### config.mk
export PLATFORM = sky130hd
export DESIGN_NAME = mem_bus_arbiter_flat
export DESIGN_NICKNAME = d
export VERILOG_FILES = /design/src/rtl/mem_bus_arbiter_if.sv /design/src/rtl/mem_bus_arbiter.sv /design/src/flat_wrapper.sv
export SDC_FILE = /design/constraint.sdc
export NUM_CORES = 1
export LEC_CHECK = 0
export CORE_MARGIN = 2
export CORE_UTILIZATION = 35
export DETAILED_ROUTE_END_ITERATION = 8
export HOLD_SLACK_MARGIN = 0.1
export PLACE_DENSITY = 0.74
export SETUP_SLACK_MARGIN = 0.15
export SYNTH_ARGS = -nofsm -noshare
export SYNTH_HDL_FRONTEND = slang
export SYNTH_SLANG_ARGS = --single-unit
### constraint.sdc
create_clock -name clk -period 2.7 [get_ports clk]
set_clock_uncertainty 0.2 [all_clocks]
set_input_delay 0.81 -clock clk [delete_from_list [all_inputs] [get_ports clk]]
set_output_delay 0.81 -clock clk [all_outputs]
set_load 0.01 [all_outputs]
### src/rtl/mem_bus_arbiter_if.sv
// Pipeline-side and memory-bus-side signals of the IF/MEM memory bus arbiter.
// The arbiter connects through slave; the pipeline/bus environment uses master.
interface mem_bus_arbiter_if;
   localparam int unsigned AW = 32;
   localparam int unsigned DW = 32;
   localparam int unsigned SW = 4;

   logic          if_ce_i;
   logic [AW-1:0] if_addr_i;
   logic [DW-1:0] if_data_o;
   logic          if_stallreq_o;

   logic          mem_ce_i;
   logic          mem_we_i;
   logic [AW-1:0] mem_addr_i;
   logic [SW-1:0] mem_sel_i;
   logic [DW-1:0] mem_data_i;
   logic [DW-1:0] mem_data_o;
   logic          mem_stallreq_o;

   logic          bus_ce_o;
   logic          bus_we_o;
   logic [AW-1:0] bus_addr_o;
   logic [SW-1:0] bus_sel_o;
   logic [DW-1:0] bus_data_o;
   logic [DW-1:0] bus_data_i;
   logic          bus_ack_i;
   logic          bus_err_o;

   modport slave (
      input  if_ce_i, if_addr_i, mem_ce_i, mem_we_i, mem_addr_i, mem_sel_i, mem_data_i,
             bus_data_i, bus_ack_i,
      output if_data_o, if_stallreq_o, mem_data_o, mem_stallreq_o,
             bus_ce_o, bus_we_o, bus_addr_o, bus_sel_o, bus_data_o, bus_err_o
   );

   modport master (
      output if_ce_i, if_addr_i, mem_ce_i, mem_we_i, mem_addr_i, mem_sel_i, mem_data_i,
             bus_data_i, bus_ack_i,
      input  if_data_o, if_stallreq_o, mem_data_o, mem_stallreq_o,
             bus_ce_o, bus_we_o, bus_addr_o, bus_sel_o, bus_data_o, bus_err_o
   );
endinterface

### src/rtl/mem_bus_arbiter.sv
// Shares one variable-latency memory bus between instruction fetch and the MEM stage,
// with fixed MEM priority, per-port read holding registers and a wait-cycle watchdog.
module mem_bus_arbiter #(
   parameter int unsigned TimeoutCycles = 16
) (
   input  logic               clk,
   input  logic               rst,
   mem_bus_arbiter_if.slave   bif
);
   localparam int unsigned AW = 32;
   localparam int unsigned DW = 32;
   localparam int unsigned SW = 4;
   localparam int unsigned CW = 8;
   localparam logic [CW-1:0] LAST_WAIT = CW'(TimeoutCycles - 1);

   typedef enum logic [1:0] {IDLE, BUSY, DONE} state_t;
   typedef enum logic {OWN_IF, OWN_MEM} owner_t;

   state_t        state_q, state_d;
   owner_t        owner_q, owner_d;
   logic [CW-1:0] wait_q, wait_d;
   logic          bus_ce_q, bus_ce_d;
   logic          bus_we_q, bus_we_d;
   logic [AW-1:0] bus_addr_q, bus_addr_d;
   logic [SW-1:0] bus_sel_q, bus_sel_d;
   logic [DW-1:0] bus_data_q, bus_data_d;
   logic [DW-1:0] if_data_q, if_data_d;
   logic [DW-1:0] mem_data_q, mem_data_d;
   logic          err_q, err_d;

   always_ff @(posedge clk) begin
      if (!rst) begin
         state_q    <= IDLE;
         owner_q    <= OWN_IF;
         wait_q     <= '0;
         bus_ce_q   <= 1'b0;
         bus_we_q   <= 1'b0;
         bus_addr_q <= '0;
         bus_sel_q  <= '0;
         bus_data_q <= '0;
         if_data_q  <= '0;
         mem_data_q <= '0;
         err_q      <= 1'b0;
      end else begin
         state_q    <= state_d;
         owner_q    <= owner_d;
         wait_q     <= wait_d;
         bus_ce_q   <= bus_ce_d;
         bus_we_q   <= bus_we_d;
         bus_addr_q <= bus_addr_d;
         bus_sel_q  <= bus_sel_d;
         bus_data_q <= bus_data_d;
         if_data_q  <= if_data_d;
         mem_data_q <= mem_data_d;
         err_q      <= err_d;
      end
   end

   // Grant, completion and watchdog; err is a single-cycle pulse so it defaults low.
   always_comb begin
      state_d    = state_q;
      owner_d    = owner_q;
      wait_d     = wait_q;
      bus_ce_d   = bus_ce_q;
      bus_we_d   = bus_we_q;
      bus_addr_d = bus_addr_q;
      bus_sel_d  = bus_sel_q;
      bus_data_d = bus_data_q;
      if_data_d  = if_data_q;
      mem_data_d = mem_data_q;
      err_d      = 1'b0;

      case (state_q)
         IDLE: begin
            if (bif.mem_ce_i) begin
               state_d    = BUSY;
               owner_d    = OWN_MEM;
               wait_d     = '0;
               bus_ce_d   = 1'b1;
               bus_we_d   = bif.mem_we_i;
               bus_addr_d = bif.mem_addr_i;
               bus_sel_d  = bif.mem_sel_i;
               bus_data_d = bif.mem_data_i;
            end else if (bif.if_ce_i) begin
               state_d    = BUSY;
               owner_d    = OWN_IF;
               wait_d     = '0;
               bus_ce_d   = 1'b1;
               bus_we_d   = 1'b0;
               bus_addr_d = bif.if_addr_i;
               bus_sel_d  = {SW{1'b1}};
               bus_data_d = '0;
            end
         end
         BUSY: begin
            if (bif.bus_ack_i) begin
               state_d  = DONE;
               bus_ce_d = 1'b0;
               bus_we_d = 1'b0;
               if (!bus_we_q) begin
                  if (owner_q == OWN_MEM) mem_data_d = bif.bus_data_i;
                  else                    if_data_d  = bif.bus_data_i;
               end
            end else if (wait_q == LAST_WAIT) begin
               // Watchdog abort: reads return zero so no stale data looks valid.
               state_d  = DONE;
               bus_ce_d = 1'b0;
               err_d    = 1'b1;
               if (!bus_we_q) begin
                  if (owner_q == OWN_MEM) mem_data_d = '0;
                  else                    if_data_d  = '0;
               end
            end else begin
               wait_d = wait_q + CW'(1);
            end
         end
         DONE:    state_d = IDLE;
         default: state_d = IDLE;
      endcase
   end

   assign bif.bus_ce_o   = bus_ce_q;
   assign bif.bus_we_o   = bus_we_q;
   assign bif.bus_addr_o = bus_addr_q;
   assign bif.bus_sel_o  = bus_sel_q;
   assign bif.bus_data_o = bus_data_q;
   assign bif.if_data_o  = if_data_q;
   assign bif.mem_data_o = mem_data_q;
   assign bif.bus_err_o  = err_q;

   // Stall releases only in the DONE cycle of the port's own access.
   assign bif.if_stallreq_o  = rst & bif.if_ce_i  & ~((state_q == DONE) & (owner_q == OWN_IF));
   assign bif.mem_stallreq_o = rst & bif.mem_ce_i & ~((state_q == DONE) & (owner_q == OWN_MEM));
endmodule

### src/flat_wrapper.sv
// flat-port wrapper written by rule: the top's interface ports become plain ports
module mem_bus_arbiter_flat 
#(
   parameter int unsigned TimeoutCycles = 16
)
  (clk, rst, bif_if_ce_i, bif_if_addr_i, bif_mem_ce_i, bif_mem_we_i, bif_mem_addr_i, bif_mem_sel_i, bif_mem_data_i, bif_bus_data_i, bif_bus_ack_i, bif_if_data_o, bif_if_stallreq_o, bif_mem_data_o, bif_mem_stallreq_o, bif_bus_ce_o, bif_bus_we_o, bif_bus_addr_o, bif_bus_sel_o, bif_bus_data_o, bif_bus_err_o);
  mem_bus_arbiter_if bif_i ();
  input  logic clk;
  input  logic rst;
  input wire logic [$bits(bif_i.if_ce_i)-1:0] bif_if_ce_i;
  input wire logic [$bits(bif_i.if_addr_i)-1:0] bif_if_addr_i;
  input wire logic [$bits(bif_i.mem_ce_i)-1:0] bif_mem_ce_i;
  input wire logic [$bits(bif_i.mem_we_i)-1:0] bif_mem_we_i;
  input wire logic [$bits(bif_i.mem_addr_i)-1:0] bif_mem_addr_i;
  input wire logic [$bits(bif_i.mem_sel_i)-1:0] bif_mem_sel_i;
  input wire logic [$bits(bif_i.mem_data_i)-1:0] bif_mem_data_i;
  input wire logic [$bits(bif_i.bus_data_i)-1:0] bif_bus_data_i;
  input wire logic [$bits(bif_i.bus_ack_i)-1:0] bif_bus_ack_i;
  output wire logic [$bits(bif_i.if_data_o)-1:0] bif_if_data_o;
  output wire logic [$bits(bif_i.if_stallreq_o)-1:0] bif_if_stallreq_o;
  output wire logic [$bits(bif_i.mem_data_o)-1:0] bif_mem_data_o;
  output wire logic [$bits(bif_i.mem_stallreq_o)-1:0] bif_mem_stallreq_o;
  output wire logic [$bits(bif_i.bus_ce_o)-1:0] bif_bus_ce_o;
  output wire logic [$bits(bif_i.bus_we_o)-1:0] bif_bus_we_o;
  output wire logic [$bits(bif_i.bus_addr_o)-1:0] bif_bus_addr_o;
  output wire logic [$bits(bif_i.bus_sel_o)-1:0] bif_bus_sel_o;
  output wire logic [$bits(bif_i.bus_data_o)-1:0] bif_bus_data_o;
  output wire logic [$bits(bif_i.bus_err_o)-1:0] bif_bus_err_o;
  assign bif_i.if_ce_i = bif_if_ce_i;
  assign bif_i.if_addr_i = bif_if_addr_i;
  assign bif_i.mem_ce_i = bif_mem_ce_i;
  assign bif_i.mem_we_i = bif_mem_we_i;
  assign bif_i.mem_addr_i = bif_mem_addr_i;
  assign bif_i.mem_sel_i = bif_mem_sel_i;
  assign bif_i.mem_data_i = bif_mem_data_i;
  assign bif_i.bus_data_i = bif_bus_data_i;
  assign bif_i.bus_ack_i = bif_bus_ack_i;
  assign bif_if_data_o = bif_i.if_data_o;
  assign bif_if_stallreq_o = bif_i.if_stallreq_o;
  assign bif_mem_data_o = bif_i.mem_data_o;
  assign bif_mem_stallreq_o = bif_i.mem_stallreq_o;
  assign bif_bus_ce_o = bif_i.bus_ce_o;
  assign bif_bus_we_o = bif_i.bus_we_o;
  assign bif_bus_addr_o = bif_i.bus_addr_o;
  assign bif_bus_sel_o = bif_i.bus_sel_o;
  assign bif_bus_data_o = bif_i.bus_data_o;
  assign bif_bus_err_o = bif_i.bus_err_o;
  mem_bus_arbiter #(.TimeoutCycles(TimeoutCycles)) u_core (.clk(clk), .rst(rst), .bif(bif_i));
endmodule
==> reports/qor.yml, run 1 <==
synth:
  ys_warn_count: 0
  syn-num-nets: 736
  syn_area_mm2: 0.00596
  yosysUniqueCellTypes: 41
  syn_inst: 597
  ys_seq_area_share_pct: 49.0
  ys_ff_latch: 146
  avgSynthCellArea_um2: 9.98
timing:
  relSlewSlack_pct: 62.1
  setup_viol: 0
  finalMaxSlewViolations: 0
  layout_min_cycle_time_ns: 2.49
  setup_ws_ns: 0.208
  fmax_mhz: 401
  fin_crit_sh_pct: 92.3
  worst_slew_pin_slew_ns: 0.568
  hold_viol_final: 0
  rsz0062_at_grt: "no"
power_and_ir_drop:
  p_leak_nw: 3.76
  power.total_w: 0.00545
  powerDensity_mw_per_mm2: 574
  max-vdd-ir-drop_uv: 408
clocking:
  cts.reportedPaths.clkPinSlew_ns: 0.06
  numCtsBuffers: 17
  insertion_delay_ns: 0.42
  cts_root_buffer: "clkbuf_16"
  cts_hold_buf: 0
  cts.sinks: 146
  cts.path.max_buffers: 2
  cts_setup_buffers: 0
  cts_tree: "yes"
  htree_levels: 4
placed_design:
  port_buffers: 274
  placed_area_mm2: 0.00894
  place_hpwl_mm: 12.7
  dp_slack_ns: -0.309
  globalplace.congestion: 0.766
setup_path:
  critPathLaunchType: "register"
  path_class: "reg -> out"
  worst_setup_path_end_kind: "output pin"
  cp.arrival_ns: 1.48
  worstPathRequired_ns: 1.69
  critical_path.max_fanout: 2
final_layout:
  nets: 996
  drive_gt1_share_pct: 7.59
  final_cell_area_mm2: 0.00949
  antennaDiodeCount: 0
  area_delta_synth_final_pct: 59.2
  fin_util_pct: 57.0
job:
  maxCapViolations: 0
detailed_routing:
  wl_per_cell_um: 16.1
  drt_iter0_drc: 262
  ant_nets: 0
  viasPerCell: 4.94
  totalWireLength_mm: 17.5
  dr.pass1.iters: 5
  vias: 5384
  drc_errors: 0
grt:
  grt_pass1_vias: 5280
  grt_overflow: 0
  antenna_found_initial: 0
  track_usage_pct: 19.4
  grt_pass1_wl_mm: 27.6
  grt_max_degree: 69
floorplanning:
  die_w_um: 134
  coreArea_mm2: 0.0166
  die_y_um: 134
  ioPinCount: 275
  rows: 47
  die-area_mm2: 0.0181
  start_util_pct: 35.8
min_path:
  hold_class: "reg -> reg"
status:
  status: "completed"
-- repair_timing --
item / in CTS / in global routing
gates resized for setup: 8 / 1
pin swaps: 1 / 1
endpoints found under the setup margin: 3 / 1
-- worst paths after layout --
kind,startpoint,to,slack [ns],cells after the start
max,u_core.state_q[1],bif_mem_stallreq_o,0.21,3
min,u_core.bif.mem_data_o[0],u_core.bif.mem_data_o[0],0.26,2
max reg2reg,u_core.wait_q[0],u_core.bif.if_data_o[24],0.53,6
min reg2reg,u_core.bif.mem_data_o[0],u_core.bif.mem_data_o[0],0.26,2
-- critical path: stages (launching register included) --
cell	delay, ns
dfxtp_1	0.34
inv_1	0.09
o311a_1	0.37
clkdlybuf4s15_2	0.26
-- flip-flops by register name, summed over array words and instances (netlist names) --
signal                 count
u_core.bif.bus_addr_o     32
u_core.bif.bus_ce_o        1
u_core.bif.bus_data_o     32
u_core.bif.bus_err_o       1
u_core.bif.bus_sel_o       4
u_core.bif.bus_we_o        1
u_core.bif.if_data_o      32
u_core.bif.mem_data_o     32
u_core.owner_q             1
u_core.state_q             2
u_core.wait_q              8
-- cell type report --
cell class                 instances  area [um^2]
fill                            1476         7150
tap                              220          275
inverter                           2         7.51
sequential                       146         2920
timing repair buffer             294         2950
clock buffer                      17          425
clock inverter                    15          126
multi-input combinational        396         2790
-- power by group --
part	switching (W)	internal [W]	leakage (nW)	total, W
clock network	0.000981	0.00120	0.262	0.00218
logic	0.000405	0.000537	2.31	0.000942
registers	0.0000615	0.00227	1.19	0.00233
total	0.00145	0.00400	3.76	0.00545
-- through the flow --
stage	hold slack, ns	setup TNS [ns]	std cells
final	0.256	0	1090
after global routing	0.268	0	1090
after global placement	0.241	-0.310	1058
after floorplan	0.247	0	597
after CTS	0.259	0	1090
after detailed placement	0.247	-0.348	1058
-- kinds of logic (layout without fill, tap and decap cells) --
logic type | Yosys count | count (layout) | share of synthesized area (%)
AOI/OAI and AO/OA | 95 | 95 | 13.3
and+or+nand+nor | 202 | 202 | 16.6
adders and majority gates | 1 | 1 | 0.210
DFF | 146 | 146 | 49.0
buffers and inverters | 55 | 328 | 4.35
muxes | 98 | 98 | 16.5
-- synthesized netlist by cell type --
cell,number,area (um^2)
buf_2,6,30.0
inv_1,2,7.51
o22ai_1,1,6.26
o31ai_1,1,7.51
nor2_1,3,11.3
a211oi_1,2,15.0
nand3b_1,2,15.0
a21oi_2,1,8.76
a21o_1,1,7.51
nor4_4,3,63.8
o2111ai_1,1,8.76
buf_1,3,11.3
a31oi_1,2,12.5
o211a_1,33,330
nand3_1,36,180
nand2_1,109,409
a21oi_1,6,30.0
ha_1,1,12.5
nor2b_1,35,219
nor3b_1,2,15.0
a32oi_1,1,8.76
and2_1,2,12.5
nor3_1,2,10.0
a211o_1,1,8.76
o311a_1,2,20.0
nor4_1,1,6.26
o21ai_1,1,5.00
a21boi_0,1,7.51
o221a_2,4,45.0
buf_6,6,67.6
and3_1,3,18.8
o21ai_0,2,10.0
a22oi_1,32,240
or4_1,1,7.51
dfxtp_1,146,2920
mux2i_1,98,981
clkbuf_1,38,143
o21a_1,3,22.5
and4_1,1,8.76
nand2b_1,1,6.26
nand4_1,1,6.26
-- placed cells by master, fill, tap and decap left out, drive strengths merged, types with 3 or more instances in the layout --
cell type	n
a22oi	32
nor2b	35
o21a	3
inv	7
clkbuf	17
o21ai	3
clkinvlp	4
nand3	36
and3	3
clkinv	6
buf	23
o221a	4
mux2i	98
nor4	4
clkdlybuf4s50	268
nand2	109
a21oi	7
o211a	33
dfxtp	146
nor2	3
-- per-layer routing --
layer  up-vias  track usage [%]  routed length, um
met5         -                0                  0
met4         0             6.67                182
met3        14             7.36               1550
met2       215             32.0               8390
met1      2530             23.2               7400
li1       2625                -                  -
(Power assumes the default switching activity.)
==> run 2: changes to the inputs <==
Settings changed: CORE_UTILIZATION 35 to 42, CTS_CLUSTER_DIAMETER set to 40, PLACE_DENSITY 0.74 to 0.85.
==> run 2 against run 1 <==
Net effect: first-iteration DRC count increased by 63%; sequential cell count did not move; routed wire length grew 2.4%; final area increased by 0.18%; sequential share of layout area down 0.057 points; combinational power is 0.5% lower; critical path depth stayed put; largest cell class is now registers.
==> reports/qor.yml, run 2 (synthesis results as in run 1) <==
status:
  status: "completed"
power_and_ir_drop:
  p_leak_nw: 3.80  # +0.91%
  switching_share_pct: 23.9  # -2.7 points
  power_frac_comb_pct: 16.1  # -1.2 points
  powerDensity_mw_per_mm2: 612  # +6.6%
  p_int_w: 0.00443  # +11%
  p_seq_share_pct: 40.0  # -2.7 points
  max-vdd-ir-drop_uv: 450  # +10%
  p_sw_w: 0.00139  # -3.9%
  clockPowerShare_pct: 43.9  # +3.9 points
floorplanning:
  die-area_mm2: 0.0152  # -16%
  ioPinCount: 275  # unchanged
  die_y_um: 123  # -8.5%
  die_w_um: 123  # -8.5%
  rows: 43  # -8.5%
  coreArea_mm2: 0.0139  # -17%
  start_util_pct: 42.9  # +7.1 points
placed_design:
  place_hpwl_mm: 12.7  # about the same
  placed_cells: 1017  # -3.9%
  dp_slack_ns: -0.325  # -0.0160 ns
  globalplace.congestion: 0.775  # +1.2%
  port_buffers: 274  # unchanged
final_layout:
  multi_input_area_mm2: 0.00279  # unchanged
  fill_cells: 1064  # -28%
  area_delta_synth_final_pct: 59.5
  fin_util_pct: 68.5  # +11 points
  final-seq-area_mm2: 0.00292  # unchanged
  stdcell_count: 1049  # -3.8%
  antennaDiodeCount: 0  # unchanged
  layout_common_cells: "clkdlybuf4s50_1 (268), dfxtp_1 (146), nand2_1 (109)"
  nets: 995  # -0.10%
  drive_gt1_share_pct: 7.36  # -0.22 points
  mostFrequentLayoutCell: "clkdlybuf4s50_1"
clocking:
  cts.path.max_buffers: 2  # unchanged
  cts.reportedPaths.clkPinSlew_ns: 0.06  # about the same
  insertion_delay_ns: 0.42  # about the same
  htree_levels: 4  # unchanged
  cts_root_buffer: "clkbuf_16"
  cts_tree: "yes"
  numCtsBuffers: 17  # unchanged
  cts_setup_buffers: 0  # unchanged
  cts.sinks: 146  # unchanged
grt:
  grt_overflow: 0  # unchanged
  track_usage_pct: 23.6  # +4.2 points
  grt_pass1_wl_mm: 27.4  # -0.48%
  grt_pass1_vias: 5315  # +0.66%
  grt_max_degree: 89  # +29%
  antenna_found_initial: 0  # unchanged
detailed_routing:
  wl_per_cell_um: 17.1  # +6.4%
  vias: 5380  # -0.074%
  drc_errors: 0  # unchanged
  drt_iter0_drc: 426  # +63%
  ant_nets: 0  # unchanged
  totalWireLength_mm: 17.9  # +2.4%
  dr.pass1.iters: 4  # -1
  viasPerCell: 5.13  # +3.8%
setup_path:
  cp.arrival_ns: 1.49  # about the same
  critical_path.max_fanout: 2  # unchanged
  critPathLaunchType: "register"
  worstPathRequired_ns: 1.69  # about the same
  slowest_delay_ns: 0.36  # about the same
  crit_family: "buffers and inverters"
  path_cells: "inv_2, o311a_1, dlygate4sd2_1"
  path_class: "reg -> out"
  cp_slowest_cell: "o311a_1"
  worst_setup_path_end_kind: "output pin"
  cp_num_buf_inv: 2  # unchanged
timing:
  fin_crit_sh_pct: 92.5  # +0.21 points
  finalMaxSlewViolations: 0  # unchanged
  rsz0062_at_grt: "no"
  setup_ws_ns: 0.203  # -0.00571 ns
  setup_viol: 0  # unchanged
  fin_setup_tns_ns: 0  # unchanged
  worst_slew_pin_slew_ns: 0.820  # +0.252 ns
  fmax_mhz: 400  # -0.23%
  layout_min_cycle_time_ns: 2.50  # +0.00571 ns
  relSlewSlack_pct: 45.3  # -17 points
  hold_viol_final: 0  # unchanged
job:
  maxCapViolations: 0  # unchanged
min_path:
  hold_class: "reg -> reg"
==> run 2: per-stage QoR <==
step	power, W	hold slack, ns	instance area [um^2]
2_1_floorplan	0.00278	0.247	5960
3_3_place_gp	0.00330	0.241	8870
3_5_place_dp	0.00331	0.246	8870
4_1_cts	0.00587	0.256	9510
5_1_grt	0.00605	0.269	9510
6_report	0.00582	0.252	9510
==> run 2: power groups by stage <==
stage	Clock, W	Combinational [W]	Sequential (W)
floorplan	0	0.000362	0.00242
global placement	0	0.000934	0.00237
detailed placement	0	0.000941	0.00237
CTS	0.00260	0.000946	0.00233
global route	0.00270	0.00101	0.00234
finish	0.00255	0.000937	0.00233
==> run 2: routing by layer <==
layer | share of wire (%) | global-route usage [%]
met1 | 39 | 25.9
met2 | 49 | 40.9
met3 | 11 | 9.59
met4 | 1.7 | 8.10
met5 | 0 | 0
==> run 2: worst paths after layout <==
check                                                from                         to  slack (ns)  cells after the start
worst min-delay path            u_core.bif.mem_data_o[27]  u_core.bif.mem_data_o[27]        0.25                      2
worst min register to register  u_core.bif.mem_data_o[27]  u_core.bif.mem_data_o[27]        0.25                      2
worst max-delay path                    u_core.state_q[1]         bif_mem_stallreq_o        0.20                      3
worst max register to register           u_core.wait_q[0]   u_core.bif.mem_data_o[4]        0.51                      6
==> run 2: what timing repair did <==
item                                    in CTS  in global routing
resized for setup                            8                  0
endpoints found under the setup margin       3                  0
hold buffers                                 0                  0
==> run 2: final cells by class <==
cell class,instances,area share (%)
Clock buffer,21,4.95
Tap cell,180,2.37
Sequential cell,146,30.7
Clock inverter,11,1.84
Inverter,2,0.0790
Timing Repair Buffer,293,30.7
Multi-Input combinational cell,396,29.3
==> run 2: worst register-to-register path, cell delays in order, from the launching register on <==
cell,delay (ns)
dfxtp_1,0.36
ha_1,0.22
and3_1,0.31
a21oi_2,0.15
nor4_4,0.29
buf_12,0.29
mux2i_1,0.28
==> run 3: changes to the inputs <==
Settings changed: CTS_CLUSTER_DIAMETER 40 to unset.
==> results of run 3 <==
Same layout as run 2: the final DEF is identical, and so are final timing and power.
